$ cat src/rtl/vram_scan_controller_if.sv
// vram_scan_controller_if: VRAM port and pixel stream between the scan controller and its neighbours.
interface vram_scan_controller_if;
   logic [7:0] ram_address;
   logic [3:0] ram_data;
   logic       ram_wren;
   logic [3:0] ram_q;
   logic [3:0] pixel_data;
   logic [7:0] pixel_index;
   logic       pixel_valid;
   logic       pixel_ready;
   modport master (
      output ram_address, ram_data, ram_wren, pixel_data, pixel_index, pixel_valid,
      input  ram_q, pixel_ready
   );
   modport slave (
      input  ram_address, ram_data, ram_wren, pixel_data, pixel_index, pixel_valid,
      output ram_q, pixel_ready
   );
endinterface

$ cat src/rtl/vram_scan_controller.sv
// vram_scan_controller: scans VRAM words out as a ready/valid pixel stream, or zero-fills them.
module vram_scan_controller #(
   parameter int WORDS = 256
) (
   input  logic                   clock,
   input  logic                   reset,
   input  logic                   frame_start,
   input  logic                   clear_req,
   output logic                   busy,
   output logic                   frame_done,
   vram_scan_controller_if.master bus
);
   typedef enum logic [2:0] {IDLE, CLEAR, ISSUE, CAPTURE, PRESENT} state_t;
   localparam logic [7:0] LAST = 8'(WORDS - 1);
   state_t     state_q, state_d;
   logic [7:0] cnt_q, cnt_d, idx_q, idx_d;
   logic [3:0] data_q, data_d;
   logic       pend_q, pend_d, valid_q, valid_d, done_q, done_d;
   always_ff @(posedge clock) begin
      if (reset) begin
         state_q <= IDLE;
         cnt_q   <= '0;
         idx_q   <= '0;
         data_q  <= '0;
         pend_q  <= 1'b0;
         valid_q <= 1'b0;
         done_q  <= 1'b0;
      end else begin
         state_q <= state_d;
         cnt_q   <= cnt_d;
         idx_q   <= idx_d;
         data_q  <= data_d;
         pend_q  <= pend_d;
         valid_q <= valid_d;
         done_q  <= done_d;
      end
   end
   // frame_start is remembered in every state; only starting a scan consumes it
   always_comb begin
      state_d = state_q;
      cnt_d   = cnt_q;
      idx_d   = idx_q;
      data_d  = data_q;
      pend_d  = pend_q | frame_start;
      valid_d = valid_q;
      done_d  = 1'b0;
      unique case (state_q)
         IDLE: begin
            if (clear_req) begin
               state_d = CLEAR;
               cnt_d   = '0;
            end else if (frame_start || pend_q) begin
               state_d = ISSUE;
               cnt_d   = '0;
               pend_d  = 1'b0;
            end
         end
         CLEAR: begin
            state_d = (cnt_q == LAST) ? IDLE : CLEAR;
            cnt_d   = (cnt_q == LAST) ? 8'd0 : cnt_q + 8'd1;
         end
         ISSUE: state_d = CAPTURE;
         CAPTURE: begin
            data_d  = bus.ram_q;
            idx_d   = cnt_q;
            valid_d = 1'b1;
            state_d = PRESENT;
         end
         PRESENT: begin
            if (valid_q && bus.pixel_ready) begin
               valid_d = 1'b0;
               done_d  = (cnt_q == LAST);
               state_d = (cnt_q == LAST) ? IDLE : ISSUE;
               cnt_d   = (cnt_q == LAST) ? 8'd0 : cnt_q + 8'd1;
            end
         end
         default: state_d = IDLE;
      endcase
   end
   assign bus.ram_address = (state_q == CLEAR || state_q == ISSUE) ? cnt_q : 8'd0;
   assign bus.ram_wren    = (state_q == CLEAR);
   assign bus.ram_data    = 4'd0;
   assign bus.pixel_data  = data_q;
   assign bus.pixel_index = idx_q;
   assign bus.pixel_valid = valid_q;
   assign busy            = (state_q != IDLE);
   assign frame_done      = done_q;
endmodule
$ cat src/flat_wrapper.sv
// flat-port wrapper written by rule: the top's interface ports become plain ports
module vram_scan_controller_flat 
#(
   parameter int WORDS = 256
)
  (clock, reset, frame_start, clear_req, busy, frame_done, bus_ram_address, bus_ram_data, bus_ram_wren, bus_pixel_data, bus_pixel_index, bus_pixel_valid, bus_ram_q, bus_pixel_ready);
  vram_scan_controller_if bus_i ();
  input  logic clock;
  input  logic reset;
  input  logic frame_start;
  input  logic clear_req;
  output logic busy;
  output logic frame_done;
  output wire logic [$bits(bus_i.ram_address)-1:0] bus_ram_address;
  output wire logic [$bits(bus_i.ram_data)-1:0] bus_ram_data;
  output wire logic [$bits(bus_i.ram_wren)-1:0] bus_ram_wren;
  output wire logic [$bits(bus_i.pixel_data)-1:0] bus_pixel_data;
  output wire logic [$bits(bus_i.pixel_index)-1:0] bus_pixel_index;
  output wire logic [$bits(bus_i.pixel_valid)-1:0] bus_pixel_valid;
  input wire logic [$bits(bus_i.ram_q)-1:0] bus_ram_q;
  input wire logic [$bits(bus_i.pixel_ready)-1:0] bus_pixel_ready;
  assign bus_ram_address = bus_i.ram_address;
  assign bus_ram_data = bus_i.ram_data;
  assign bus_ram_wren = bus_i.ram_wren;
  assign bus_pixel_data = bus_i.pixel_data;
  assign bus_pixel_index = bus_i.pixel_index;
  assign bus_pixel_valid = bus_i.pixel_valid;
  assign bus_i.ram_q = bus_ram_q;
  assign bus_i.pixel_ready = bus_pixel_ready;
  vram_scan_controller #(.WORDS(WORDS)) u_core (.clock(clock), .reset(reset), .frame_start(frame_start), .clear_req(clear_req), .busy(busy), .frame_done(frame_done), .bus(bus_i));
endmodule
$ cat config.mk
export PLATFORM = sky130hd
export DESIGN_NAME = vram_scan_controller_flat
export DESIGN_NICKNAME = d
export VERILOG_FILES = /design/src/rtl/vram_scan_controller_if.sv /design/src/rtl/vram_scan_controller.sv /design/src/flat_wrapper.sv
export SDC_FILE = /design/constraint.sdc
export NUM_CORES = 1
export LEC_CHECK = 0
export ABC_AREA = 1
export CORE_ASPECT_RATIO = 1.4
export CORE_UTILIZATION = 50
export CTS_CLUSTER_SIZE = 8
export DETAILED_ROUTE_END_ITERATION = 8
export PLACE_DENSITY_LB_ADDON = 0.08
export SLEW_MARGIN = 10
export SYNTH_ARGS = -nofsm -noshare
export SYNTH_HDL_FRONTEND = slang
export SYNTH_SLANG_ARGS = --single-unit
$ cat constraint.sdc
create_clock -name clock -period 2.3 [get_ports clock]
set_clock_uncertainty 0.05 [all_clocks]
set_input_delay 0.23 -clock clock [delete_from_list [all_inputs] [get_ports clock]]
set_output_delay 0.23 -clock clock [all_outputs]
set_load 0.005 [all_outputs]
Yosys cells after proc, flatten, opt, wreduce, memory -nomap -nowiden. Index checks and enable logic that the tools add are counted.

$add $sub $neg: 1. Equality and inequality tests: 7. Multiplexer cells: 17. Bitwise operators: 3. Reductions and logical operators: 11.

Operators with widths (number): 2-to-1 mux 8 bit (5); one-hot mux 8 bit (3 select lines) (1); one-hot mux 3 bit (5 select lines) (1); 2-to-1 mux 3 bit (3); adder 8 x 1 -> 8 bit (second input constant) (1); == test 8 bit (second input constant) (1); == test 3 x 2 -> 1 bit (second input constant) (2); nonzero test 3 bit (2); 2-to-1 mux 1 bit (5); AND reduction 2 bit (2); == test 3 x 1 -> 1 bit (second input constant) (1); == test 3 bit (second input constant) (1); logical NOT 3 bit (1); != test 3 x 2 -> 1 bit (second input constant) (1); AND reduction 3 bit (1); OR reduction 3 bit (1); logical OR 1 bit (2); 2-to-1 mux 2 bit (1); != test 2 x 1 -> 1 bit (second input constant) (1); NOT 1 bit (2); one-hot mux 1 bit (2 select lines) (1); nonzero test 2 bit (1); logical AND 1 bit (1); OR 1 bit (1).

Register bits after elaboration: 26. Input port bits: 9. Output and inout bits: 28. Word-level logic and storage cells: 46.

Longest topological paths before layout.
Depth in word-level cells: 4. Depth in mapped cells: 9. Gate-level depth less buffers: 9.

Least setup slack after synthesis. OpenSTA, ideal clock, no wires.

Path kind: reg2reg. Start: register u_core.cnt_q[1]. End: register u_core.cnt_q[5]. Library setup time: 112 ps. Data arrival time: 1068 ps. Data required time: 2138 ps. Setup slack: 1070 ps. Cell stages (with the launch flop): 9. Path buffers: 0. Clock period less this slack: 1230 ps. Cells stage by stage: dfxtp_1 ha_1 nand2_1 nor2_1 nand2_1 nand2_1 nor2_1 nor2_1 nor2_1.

Word-level cells in the longest chain between the ends: 4. Elaborated cells between the ends (all ways): 5. Classes of those cells: add/sub (1); eq/ne (1); mux (3).

RTL lines: start, declared (RTL line vram_scan_controller.sv:16) `logic [7:0] cnt_q, cnt_d, idx_q, idx_d;`; start signal, assigned (RTL line vram_scan_controller.sv:30) `cnt_q <= cnt_d;`; adder 8 x 1 -> 8 bit / == test 8 bit (equally long branches) (RTL line vram_scan_controller.sv:60, vram_scan_controller.sv:74); 2-to-1 mux 8 bit (*) (RTL line vram_scan_controller.sv:60, vram_scan_controller.sv:74); 2-to-1 mux 8 bit (RTL line vram_scan_controller.sv:70) `if (valid_q && bus.pixel_ready) begin`; one-hot mux 8 bit (3 select lines) (*) (RTL line vram_scan_controller.sv:47) `unique case (state_q)`.

Mark *: on every way between the ends. The rest lies on a longest branch, timed or not. The select of a mux whose other input is x is not followed. A chain may end at the register's enable or synchronous reset.

Worst setup path after layout.
Start: register u_core.state_q[1]. End: output bus_ram_address[4].

Word-level cells in the longest chain between the ends: 3. Elaborated cells between the ends (all ways): 4. Classes of those cells: eq/ne (2); mux (1); reduce/logical (1).

RTL lines: start, declared (RTL line vram_scan_controller.sv:15) `state_t state_q, state_d;`; start signal, assigned (RTL line vram_scan_controller.sv:29) `state_q <= state_d;`; == test 3 x 1 -> 1 bit / == test 3 x 2 -> 1 bit (equally long branches) (RTL line vram_scan_controller.sv:80) `assign bus.ram_address = (state_q == CLEAR || state_q == ISSUE) ? cnt_q : 8'd0;`; logical OR 1 bit (*) (RTL line vram_scan_controller.sv:80); 2-to-1 mux 8 bit (*) (RTL line vram_scan_controller.sv:80); end, declared (RTL line flat_wrapper.sv:14) `output wire logic [$bits(bus_i.ram_address)-1:0] bus_ram_address;`.

Mark *: on every way between the ends. The rest lies on a longest branch, timed or not.

==> impl_results.md <==
- Slowest cell delay on critical path: 0.53 ns
- P_int: 0.000861 W
- Post-Syn Instances: between 150 and 200
- I/O Buffers: 32
- EDFF count, synth: 0
- Power Density: approximately 800 nW/um^2
- Final ANT Viol Nets: 0
- Share of the synthesized area in the top cell type: 0.406
- Worst path cell trace: nor2_2, nand2_1, nand2_1, inv_1, nor2_1, clkdlybuf4s50_1
- DP Worst Slack: ~0.52 ns
- VDD IR max: 0.000492 V
- Gr ovfl total: 0
- H-tree depth: 1
- Share of post-route cells with drive strength above 1: 0.0575
- I/O pin count: 37
- Root buf cell: clkbuf_4
- YS warnings: 0
- Critical Path RT: 2.02 ns
- First-pass GRT wire length: 4.40 mm
- Fin nets: 237
- Global route hottest layer: met2
- Combinational share of power: 0.324
- Post-synth top cells: 45 x nand2_1, 37 x nor2_1, 26 x dfxtp_1
- DR vias: 1,283
- GRT Overall Usage: 0.223
- Clk pin slew, worst setup/hold paths: 0.14 ns
- Hold Startpoint: u_core.bus.pixel_valid$_SDFFE_PP0P_
- CTS buffer count: 3
- Chip width: between 40 and 50 um
- Worst skew pair latency: 0.33 ns
- Crit path buf inv count: 2
- Crit Path Class: flip-flop to output port
- M2 GR Usage: 0.412
- Global placement routability congestion: ~0.86
- Largest net degree at the start of global routing: 22
- Seq pwr share: 0.426
- Part of the power in the clock network: 0.249
- Synth top area cells: dfxtp_1 41%, nand2_1 13%, nor2_1 11%, inv_1 7.0%, nand3_1 5.9%
- Num Clock Sinks: 26
- Met1 Use GR: 0.238
- R2r startpoint: u_core.cnt_q[1]$_SDFFE_PP0P_
- Vias in the first global route: ~1.0k
- Syn avg cell area: 6.57 um^2
- Post-route DRC: 0
- Pwr Total: 0.00129 W
- Core outline area: around 2400 um^2
- Violation count after the first detailed-routing iteration: 33
- WL/cell: 11.2 um
- Area delta synth->final: 28.8%
- Hold Crit Depth: 2
- WL final: a little under 3 mm
- Hold_ws: 0.440 ns
- CP max FO: 8
- CTS Buffer Depth: 2
- Final cycle utilization of the critical path: 0.934
- Final Hold Fails: 0
- Switching power total: 0.000424 W
- RSZ-0062 raised after global routing: false
- Worst-Margin Slew: 0.608 ns
- Row count: 21
- Minimum clock period: 2.15 ns
- Maxcap violations: 0
- Asr flop ratio synth: 0
- Register-to-register setup slack: 0.79 ns
- Detailed placer's ending HPWL: 2.14 mm
- Stages on worst setup path: 6
- Leading area contributor after synthesis: dfxtp_1
- R2R Path End: u_core.cnt_q[5]$_SDFFE_PP0P_
- Setup ws final: 0.152 ns
- F_max: 465 MHz
- Switching share of power: 0.330
- Crit-path leading delay family: buffers and inverters
- Die area: 2770 um^2
- Critical path's slowest cell: clkdlybuf4s50_1
- Distinct cell type count after synthesis: 23
- CP arrival: 1.87 ns
- Vias/cell: around 4.9
- CTS tree: done
- Post-CTS Hold Fix Bufs: 0
- Register area share after synthesis: 0.406
- Met3 usage: 0.0347
- Ys flop type: dfxtp_1
- WHS Endpoint: u_core.bus.pixel_valid$_SDFFE_PP0P_
- Most frequent cell after synthesis: nand2_1
- Initial Utilization: 0.530
- Diodes inserted: 0
- Initial antenna violation count: 0
- Status: finished, final reports clean
- Final setup viols: 0
- #FFs+latches synth: 26
- Die Y: 61.9 um
- Setup Fix Bufs, Post-CTS: 0
- Lkg Pwr: slightly above 0.7 nW
- Crit path top cell by count: nand2_1
- HP Class: flip-flop to flip-flop
- CP startpoint kind: flip-flop
- Setup TNS Final: 0 ns
- CTS resizes: 0
- Post-synthesis cell area: 1280 um^2
- Pins Over Slew Limit: 0
- Max-slew headroom: 0.594
- Setup crit end kind: output port
- DR pass1 iterations: 4
- Worst reg2reg path depth: 8
## layout make-up
class	instances	area (um^2)
inverters	26	97.6
clock inverters	1	30.0
well taps	34	42.5
flip-flops and latches	26	520
fillers	214	767
repair buffers	32	320
clock buffers	3	22.5
multi-input cells	138	617
## how the worst max path moves through the flow
stage	end	slack (ns)	startpoint
2_1_floorplan	u_core.cnt_q[5]$_SDFFE_PP0P_	1.07	u_core.cnt_q[1]$_SDFFE_PP0P_
3_3_place_gp	u_core.bus.pixel_index[4]$_SDFFE_PP0P_	0.61	reset
3_5_place_dp	u_core.bus.pixel_index[2]$_SDFFE_PP0P_	0.52	reset
4_1_cts	bus_ram_address[4]	0.13	u_core.state_q[1]$_SDFFE_PP0P_
5_1_grt	bus_ram_address[3]	0.07	u_core.state_q[1]$_SDFFE_PP0P_
6_report	bus_ram_address[4]	0.15	u_core.state_q[1]$_SDFFE_PP0P_
## power by group through the flow
stage,Sequential (W),Combinational (W),Clock [W]
final,0.000548,0.000417,0.000321
after global routing,0.000553,0.000473,0.000344
after CTS,0.000548,0.000418,0.000331
after detailed placement,0.000558,0.000417,0
after global placement,0.000555,0.000406,0
after floorplan,0.000553,0.000274,0
## flip-flops by register name, indices dropped and copies added, names as in the netlist
name                    count
u_core.pend_q               1
u_core.bus.pixel_valid      1
u_core.bus.pixel_data       4
u_core.state_q              3
u_core.bus.pixel_index      8
u_core.cnt_q                8
u_core.frame_done           1
## per-stage QoR
stage,area [um^2],instances,utilization
2_1_floorplan,1290,198,-
3_3_place_gp,1600,256,0.661
3_5_place_dp,1600,256,0.661
4_1_cts,1650,260,0.683
5_1_grt,1650,260,0.683
6_report,1650,260,0.683
## routing by layer
layer,wire length (um),up-vias
li1,-,659
met1,1110,581
met2,1590,39
met3,148,4
met4,55,0
met5,0,-
## worst min-delay path, stage by stage (launching register included)
cell and delay [ns]:
dfxtp_1 0.35, nand2_1 0.06, a21oi_1 0.05
## cell families after synthesis
family | count (synthesis) | synth area share
AO/OA/AOI/OAI | 27 | 0.106
buffers and inverters | 34 | 0.121
other | 1 | 0.00293
flip-flops | 26 | 0.406
adder cells (fa/ha/maj) | 1 | 0.00976
AND/OR/NAND/NOR | 106 | 0.354
## placed cells by master, fill, tap and decap left out, drive strengths merged
master / synthesis / routed
nand4: 1 / 1
ha: 1 / 1
clkbuf: 1 / 3
inv: 26 / 26
o21ai: 14 / 14
a31oi: 1 / 1
nand2: 47 / 47
clkdlybuf4s50: 0 / 32
bufinv: 0 / 1
nor4: 1 / 1
nor2: 41 / 41
conb: 1 / 4
a21oi: 12 / 12
nand3: 16 / 16
dfxtp: 26 / 26
Power figures use the tool's default switching activity.
